<file path="config.mk">
export PLATFORM = sky130hd
export DESIGN_NAME = ysyx_23060025_icache_flat
export DESIGN_NICKNAME = d
export VERILOG_FILES = /design/src/rtl/ysyx_23060025_icache_if.sv /design/src/rtl/ysyx_23060025_icache.sv /design/src/flat_wrapper.sv
export SDC_FILE = /design/constraint.sdc
export NUM_CORES = 2
export LEC_CHECK = 0
export CORE_ASPECT_RATIO = 1.1
export CORE_MARGIN = 1
export CORE_UTILIZATION = 55
export CTS_BUF_LIST = sky130_fd_sc_hd__clkbuf_4 sky130_fd_sc_hd__clkbuf_8 sky130_fd_sc_hd__clkbuf_16
export DETAILED_ROUTE_END_ITERATION = 10
export PLACE_DENSITY = 0.71
export RECOVER_POWER = 50
export SLEW_MARGIN = 20
export SYNTH_ARGS = -nofsm -noshare
export SYNTH_HDL_FRONTEND = slang
export SYNTH_SLANG_ARGS = --single-unit
</file>
<file path="constraint.sdc">
create_clock -name clock -period 21.3 [get_ports clock]
set_input_delay 4.26 -clock clock [delete_from_list [all_inputs] [get_ports clock]]
set_output_delay 4.26 -clock clock [all_outputs]
set_load 0.02 [all_outputs]
</file>
<file path="src/rtl/ysyx_23060025_icache_if.sv">
// AXI read-channel bundle between the instruction cache (master) and
// instruction memory (slave).
interface ysyx_23060025_icache_if #(
    parameter int ADDR_WIDTH = 32,
    parameter int DATA_WIDTH = 32
);
    logic [ADDR_WIDTH-1:0] araddr;
    logic                  arvalid;
    logic                  arready;
    logic [7:0]            arlen;
    logic [2:0]            arsize;
    logic [1:0]            arburst;
    logic [DATA_WIDTH-1:0] rdata;
    logic [1:0]            rresp;
    logic                  rlast;
    logic                  rvalid;
    logic                  rready;

    modport master (
        output araddr, arvalid, arlen, arsize, arburst, rready,
        input  arready, rdata, rresp, rlast, rvalid
    );

    modport slave (
        input  araddr, arvalid, arlen, arsize, arburst, rready,
        output arready, rdata, rresp, rlast, rvalid
    );
endinterface

</file>
<file path="src/rtl/ysyx_23060025_icache.sv">
// Direct-mapped read-only instruction cache with flop storage and
// whole-line INCR burst refill over an AXI read channel.
module ysyx_23060025_icache #(
    parameter int ADDR_WIDTH = 32,
    parameter int DATA_WIDTH = 32,
    parameter int LINE_WORDS = 4,
    parameter int SETS       = 16
) (
    input  logic                  clock,
    input  logic                  reset,
    input  logic [ADDR_WIDTH-1:0] ifu_paddr_i,
    input  logic                  ifu_psel_i,
    output logic                  ifu_pready_o,
    output logic [DATA_WIDTH-1:0] ifu_prdata_o,
    input  logic                  fencei_inv_i,
    ysyx_23060025_icache_if.master mem
);
    localparam int BYTE_W = $clog2(DATA_WIDTH / 8);
    localparam int OFF_W  = $clog2(LINE_WORDS);
    localparam int IDX_W  = $clog2(SETS);
    localparam int TAG_W  = ADDR_WIDTH - IDX_W - OFF_W - BYTE_W;

    typedef enum logic [2:0] {IDLE, LOOKUP, MISS_AR, MISS_R, RESP} state_t;

    state_t                state_q, state_d;
    logic                  pend_q, redirect_q, inv_seen_q, err_q;
    logic [OFF_W-1:0]      cnt_q;
    logic [ADDR_WIDTH-1:0] line_addr_q, line_addr_d;
    logic [DATA_WIDTH-1:0] buf_q [LINE_WORDS];

    logic [SETS-1:0]       valid_q;
    logic [TAG_W-1:0]      tag_q  [SETS];
    logic [DATA_WIDTH-1:0] data_q [SETS][LINE_WORDS];

    logic [TAG_W-1:0]      req_tag, fill_tag;
    logic [IDX_W-1:0]      req_idx, fill_idx;
    logic [OFF_W-1:0]      req_off;
    logic                  hit, start_fill, beat, fill_done;
    logic [DATA_WIDTH-1:0] fill_line [LINE_WORDS];
    logic                  unused_ok;

    assign req_tag   = ifu_paddr_i[ADDR_WIDTH-1 -: TAG_W];
    assign req_idx   = ifu_paddr_i[BYTE_W+OFF_W +: IDX_W];
    assign req_off   = ifu_paddr_i[BYTE_W +: OFF_W];
    assign fill_tag  = line_addr_q[ADDR_WIDTH-1 -: TAG_W];
    assign fill_idx  = line_addr_q[BYTE_W+OFF_W +: IDX_W];
    assign hit       = valid_q[req_idx] && (tag_q[req_idx] == req_tag);
    assign beat      = (state_q == MISS_R) && mem.rvalid;
    assign fill_done = beat && mem.rlast;
    assign unused_ok = &{1'b0, ifu_paddr_i[BYTE_W-1:0]};

    // The last beat bypasses the refill buffer so the line is written whole.
    for (genvar gi = 0; gi < LINE_WORDS; gi++) begin : g_fill
        assign fill_line[gi] = (cnt_q == OFF_W'(gi)) ? mem.rdata : buf_q[gi];
    end

    assign mem.araddr  = line_addr_q;
    assign mem.arvalid = (state_q == MISS_AR);
    assign mem.rready  = (state_q == MISS_R);
    assign mem.arlen   = 8'(LINE_WORDS - 1);
    assign mem.arsize  = 3'b010;
    assign mem.arburst = 2'b01;

    always_comb begin
        state_d      = state_q;
        line_addr_d  = line_addr_q;
        start_fill   = 1'b0;
        ifu_pready_o = 1'b0;
        ifu_prdata_o = '0;
        case (state_q)
            IDLE: begin
                if (ifu_psel_i) state_d = LOOKUP;
            end
            LOOKUP: begin
                if (hit) begin
                    ifu_pready_o = pend_q;
                    ifu_prdata_o = pend_q ? data_q[req_idx][req_off] : '0;
                    state_d      = ifu_psel_i ? LOOKUP : IDLE;
                end else if (ifu_psel_i) begin
                    // Request superseded by a redirect: drop it without refilling.
                    state_d = LOOKUP;
                end else begin
                    line_addr_d = {ifu_paddr_i[ADDR_WIDTH-1:BYTE_W+OFF_W], {(BYTE_W+OFF_W){1'b0}}};
                    start_fill  = 1'b1;
                    state_d     = MISS_AR;
                end
            end
            MISS_AR: begin
                if (mem.arready) state_d = MISS_R;
            end
            MISS_R: begin
                if (fill_done) state_d = RESP;
            end
            RESP: begin
                if (redirect_q || ifu_psel_i) begin
                    state_d = LOOKUP;
                end else begin
                    ifu_pready_o = 1'b1;
                    ifu_prdata_o = buf_q[req_off];
                    state_d      = IDLE;
                end
            end
            default: state_d = IDLE;
        endcase
    end

    always_ff @(posedge clock) begin
        if (reset) begin
            state_q     <= IDLE;
            pend_q      <= 1'b0;
            redirect_q  <= 1'b0;
            inv_seen_q  <= 1'b0;
            err_q       <= 1'b0;
            cnt_q       <= '0;
            line_addr_q <= '0;
        end else begin
            state_q     <= state_d;
            line_addr_q <= line_addr_d;
            if (ifu_psel_i)        pend_q <= 1'b1;
            else if (ifu_pready_o) pend_q <= 1'b0;

            if (start_fill || state_q == RESP)
                redirect_q <= 1'b0;
            else if (ifu_psel_i && (state_q == MISS_AR || state_q == MISS_R))
                redirect_q <= 1'b1;

            if (start_fill)
                inv_seen_q <= 1'b0;
            else if (fencei_inv_i && (state_q == MISS_AR || state_q == MISS_R))
                inv_seen_q <= 1'b1;

            if (start_fill) begin
                err_q <= 1'b0;
                cnt_q <= '0;
            end else if (beat) begin
                cnt_q <= cnt_q + 1'b1;
                if (mem.rresp != 2'b00) err_q <= 1'b1;
            end
        end
    end

    always_ff @(posedge clock) begin
        if (beat) buf_q[cnt_q] <= mem.rdata;
    end

    // Invalidate is applied last so it overrides a same-cycle line install.
    always_ff @(posedge clock) begin
        if (reset) begin
            valid_q <= '0;
        end else begin
            if (fill_done) begin
                tag_q[fill_idx]   <= fill_tag;
                data_q[fill_idx]  <= fill_line;
                valid_q[fill_idx] <= !(err_q || (mem.rresp != 2'b00) || inv_seen_q);
            end
            if (fencei_inv_i) valid_q <= '0;
        end
    end
endmodule

</file>
<file path="src/flat_wrapper.sv">
// flat-port wrapper written by rule: the top's interface ports become plain ports
module ysyx_23060025_icache_flat 
#(
    parameter int ADDR_WIDTH = 32,
    parameter int DATA_WIDTH = 32,
    parameter int LINE_WORDS = 4,
    parameter int SETS       = 16
)
  (clock, reset, ifu_paddr_i, ifu_psel_i, ifu_pready_o, ifu_prdata_o, fencei_inv_i, mem_araddr, mem_arvalid, mem_arlen, mem_arsize, mem_arburst, mem_rready, mem_arready, mem_rdata, mem_rresp, mem_rlast, mem_rvalid);
  ysyx_23060025_icache_if #(.ADDR_WIDTH(ADDR_WIDTH), .DATA_WIDTH(DATA_WIDTH)) mem_i ();
  input  logic clock;
  input  logic reset;
  input  logic [ADDR_WIDTH-1:0] ifu_paddr_i;
  input  logic ifu_psel_i;
  output logic ifu_pready_o;
  output logic [DATA_WIDTH-1:0] ifu_prdata_o;
  input  logic fencei_inv_i;
  output wire logic [$bits(mem_i.araddr)-1:0] mem_araddr;
  output wire logic [$bits(mem_i.arvalid)-1:0] mem_arvalid;
  output wire logic [$bits(mem_i.arlen)-1:0] mem_arlen;
  output wire logic [$bits(mem_i.arsize)-1:0] mem_arsize;
  output wire logic [$bits(mem_i.arburst)-1:0] mem_arburst;
  output wire logic [$bits(mem_i.rready)-1:0] mem_rready;
  input wire logic [$bits(mem_i.arready)-1:0] mem_arready;
  input wire logic [$bits(mem_i.rdata)-1:0] mem_rdata;
  input wire logic [$bits(mem_i.rresp)-1:0] mem_rresp;
  input wire logic [$bits(mem_i.rlast)-1:0] mem_rlast;
  input wire logic [$bits(mem_i.rvalid)-1:0] mem_rvalid;
  assign mem_araddr = mem_i.araddr;
  assign mem_arvalid = mem_i.arvalid;
  assign mem_arlen = mem_i.arlen;
  assign mem_arsize = mem_i.arsize;
  assign mem_arburst = mem_i.arburst;
  assign mem_rready = mem_i.rready;
  assign mem_i.arready = mem_arready;
  assign mem_i.rdata = mem_rdata;
  assign mem_i.rresp = mem_rresp;
  assign mem_i.rlast = mem_rlast;
  assign mem_i.rvalid = mem_rvalid;
  ysyx_23060025_icache #(.ADDR_WIDTH(ADDR_WIDTH), .DATA_WIDTH(DATA_WIDTH), .LINE_WORDS(LINE_WORDS), .SETS(SETS)) u_core (.clock(clock), .reset(reset), .ifu_paddr_i(ifu_paddr_i), .ifu_psel_i(ifu_psel_i), .ifu_pready_o(ifu_pready_o), .ifu_prdata_o(ifu_prdata_o), .fencei_inv_i(fencei_inv_i), .mem(mem_i));
endmodule
</file>
==> impl_metrics.toml <==
[timing]
final_hold_viol_count = 0
finClkSkew_ns = 0.0384
report.final.setup_viol = 0
period_share_pct = 70.3
holdWs_ns = 0.474
fin_crit_ns = 14.98
rsz0062_at_grt = "false"
setup_tns_ns = 0
relSlewSlack_pct = -199
finalMaxSlewViolations = 132
worst-slew-pin-transition_ns = 4.49
fmax_mhz = 66.8

[cts]
cts_tree = "yes"
holdBufCountCts = 0
clk_pin_slew_ns = 0.06
cts-buffers-inserted = 274
post_cts_buffers = 0
root_buffer = "clkbuf_16"
clockBufferDepth = 4
cts_num_sinks = 2613
clk_latency_ns = 0.92
cts_resized = 0
h-tree-depth = 5

[synthesis]
ys.flop_type = "edfxtp_1"
synth_cell_type_count = 58
yosys_warnings = 0
synth_seq_cells = 2613
syn_area_mm2 = 0.102
netlist_instances = 4464
yosysSeqAreaShare_pct = 76.1
syn_area_per_cell_um2 = 23.0
synth_edf_count = 2560
synthArstFlopShare_pct = 0

[critical_path]
worstPathCellList = "buf_8 -> buf_4 -> buf_4 -> mux4_2 -> mux2_2 -> a221oi_1 -> o211a_1 -> a31oi_1 -> nor4_2 -> buf_4 -> nand4_1 -> buf_4 -> o21ai_0 -> clkdlybuf4s50_1"
crit_end = "ifu_prdata_o[14]"
setup.worst_path.end_class = "primary output"
path_buf_inv = 6
worstPathArrival_ns = 10.72
start_kind = "input port"
crit_type = "in2out"
cpMaxStageDelayCell = "o21ai_0"
required_ns = 17.04
crit_cells = 14
max_stage_delay_ns = 1.07
critPathMaxFanout = 58
timing.rr.start = "u_core.cnt_q[0]"
reg2reg_to = "u_core.buf_q[3][26]"
reg2regPathDepth = 4
cp-startpoint = "ifu_paddr_i[6]"
crit_family = "buffers and inverters"
crit_path_frequent_cell = "buf_4"
reg2reg_slack_ns = 15.82

[global_route]
antenna_found_initial = 20
grt_max_degree = 165
gr-total-overflow = 0
grt_pass1_vias = 49600
track_usage_pct = 25.5
grt_pass1_wl_mm = 343

[route]
wl_mm = 236
vias = 48100
drt_iter0_markers = 5682
detail-route-antenna-nets = 0
drtPass1Iterations = 5
avgRoutedWirePerCell_um = 32.3
drc = 0
routed_via_density = 6.59

[placement]
dp.cells = 6838
hpwlAfterDp_mm = 112
port_buffers = 133
routabilityCongestion = 0.804

[finish]
fin_cells = 7299
area_delta_synth_final_pct = 12.0
num-nets-final = 4771
drive_gt1_share_pct = 27.0

[pwr]
switching_share_pct = 20.0
vdd.ir_drop.worst_mv = 0.0889
internal_power_w = 0.00842
seqPwrFrac_pct = 53.4
p_leak_nw = 35.5
power.switching_w = 0.00211
power_per_cell_area_mw_per_mm2 = 91.7
comb_power_share_pct = 3.9
clock_power_share_pct = 42.7

[floorplan]
die_area_mm2 = 0.188
floorplan.initialDensity_pct = 55.6
core_mm2 = 0.184
io_pins = 153
row_count = 165
die_height_um = 455
die_x_um = 414

[status]
violations = "capacitance limit, slew limit"
status = "finished, violations left"

[job]
maxCapViolations = 4

[worst_hold_path]
hp-class = "reg2reg"
## worst register-to-register path: cells and delay by family, from the launching register on
| family | cells | cell delay, ns |
|---|---|---|
| buffers and inverters | 2 | 3.88 |
| DFF | 1 | 0.50 |
| and+or+nand+nor | 1 | 0.31 |
| adders and majority gates | 1 | 0.18 |
## synthesized netlist by cell type, types with 26 or more instances
master    count  share of area, %
o21ai_0      62              0.30
nand2_1      84              0.31
clkbuf_1    101              0.37
buf_2       108              0.53
buf_4        26              0.19
nor2b_1      36              0.22
a22oi_1      41              0.30
nand4_1      30              0.18
dfxtp_1      53               1.0
a21oi_1      35              0.17
edfxtp_1   2560                75
nor2_1       63              0.23
mux2_2      146               1.6
nand3_1      33              0.16
mux4_2      769                17
mux2i_1      78              0.76
## sequential cells by signal, summed over array words and instances, names as in the netlist, 2 cells and up
register and flops:
u_core.data_q 2048, u_core.tag_q 384, u_core.buf_q 128, u_core.mem.araddr 28
u_core.valid_q 16, u_core.state_q 3, u_core.cnt_q 2
## stage by stage
step	total power [W]	utilization, %	setup WS, ns	instance area (µm²)
2_1_floorplan	0.00603	-	8.99	103000
3_3_place_gp	0.00614	57.7	6.42	106000
3_5_place_dp	0.00615	57.7	6.45	106000
4_1_cts	0.0106	62.3	6.43	115000
5_1_grt	0.0108	62.3	6.27	115000
6_report	0.0105	62.3	6.32	115000
## cell type report
class / count / area, µm²
antenna: 8 / 20.0
clock buffer: 335 / 7430
multi-input combinational: 1574 / 23300
timing repair buffer: 220 / 2150
clock inverter: 117 / 905
fill: 12100 / 69500
inverter: 11 / 43.8
tap: 2421 / 3030
sequential: 2613 / 77900
## worst min-delay path by stage
| stage | from | end | slack, ns | cells past startpoint |
|---|---|---|---|---|
| after floorplan | u_core.err_q | u_core.err_q | 0.45 | 2 |
| after global placement | u_core.valid_q[13] | u_core.valid_q[13] | 0.46 | 2 |
| after detailed placement | u_core.valid_q[14] | u_core.valid_q[14] | 0.47 | 2 |
| after CTS | u_core.valid_q[14] | u_core.valid_q[14] | 0.47 | 2 |
| after global routing | u_core.valid_q[15] | u_core.valid_q[15] | 0.50 | 2 |
| final | u_core.valid_q[14] | u_core.valid_q[14] | 0.47 | 2 |
## kinds of logic (layout without fill, tap and decap cells)
| logic type | count (synthesis) | after routing | synth area share, % |
|---|---|---|---|
| AO/OA/AOI/OAI | 210 | 210 | 1.34 |
| XOR/XNOR | 25 | 25 | 0.214 |
| adder cells (fa/ha/maj) | 4 | 4 | 0.0488 |
| multiplexers | 993 | 993 | 19.3 |
| buffers and inverters | 292 | 683 | 1.47 |
| flip-flops | 2613 | 2613 | 76.1 |
| AND/OR/NAND/NOR | 325 | 325 | 1.60 |
| other | 2 | 25 | 0.00733 |
## routing by layer
metal / up-vias / GRT usage (%) / share of wire (%)
met2: 2228 / 42.7 / 51
met4: 10 / 8.08 / 2.9
met1: 25900 / 34.7 / 39
li1: 19500 / - / -
met3: 445 / 3.96 / 7.3
met5: - / 0 / 0.029
## placed cells by master, fill, tap and decap left out, types with 35 or more instances in the layout
master,netlist,layout
clkdlybuf4s50_1,0,93
mux2i_1,78,78
clkbuf_16,0,279
nand2_1,84,84
clkbuf_4,0,52
mux2_1,0,128
mux4_2,769,769
o21ai_0,62,62
nor2_1,63,47
a22oi_1,41,41
edfxtp_1,2560,2560
clkinv_1,0,52
buf_4,26,71
dfxtp_1,53,53
nor2b_1,36,36
a21oi_1,35,35
clkinv_2,0,38
## power by group through the flow
stage	Clock (W)	Combinational [W]	Sequential [W]
final	0.00449	0.000409	0.00562
after floorplan	0	0.000297	0.00573
after global placement	0	0.000408	0.00573
after detailed placement	0	0.000412	0.00573
after CTS	0.00455	0.000414	0.00562
after global routing	0.00474	0.000434	0.00562
No activity file was read; power rests on OpenSTA's default activity.
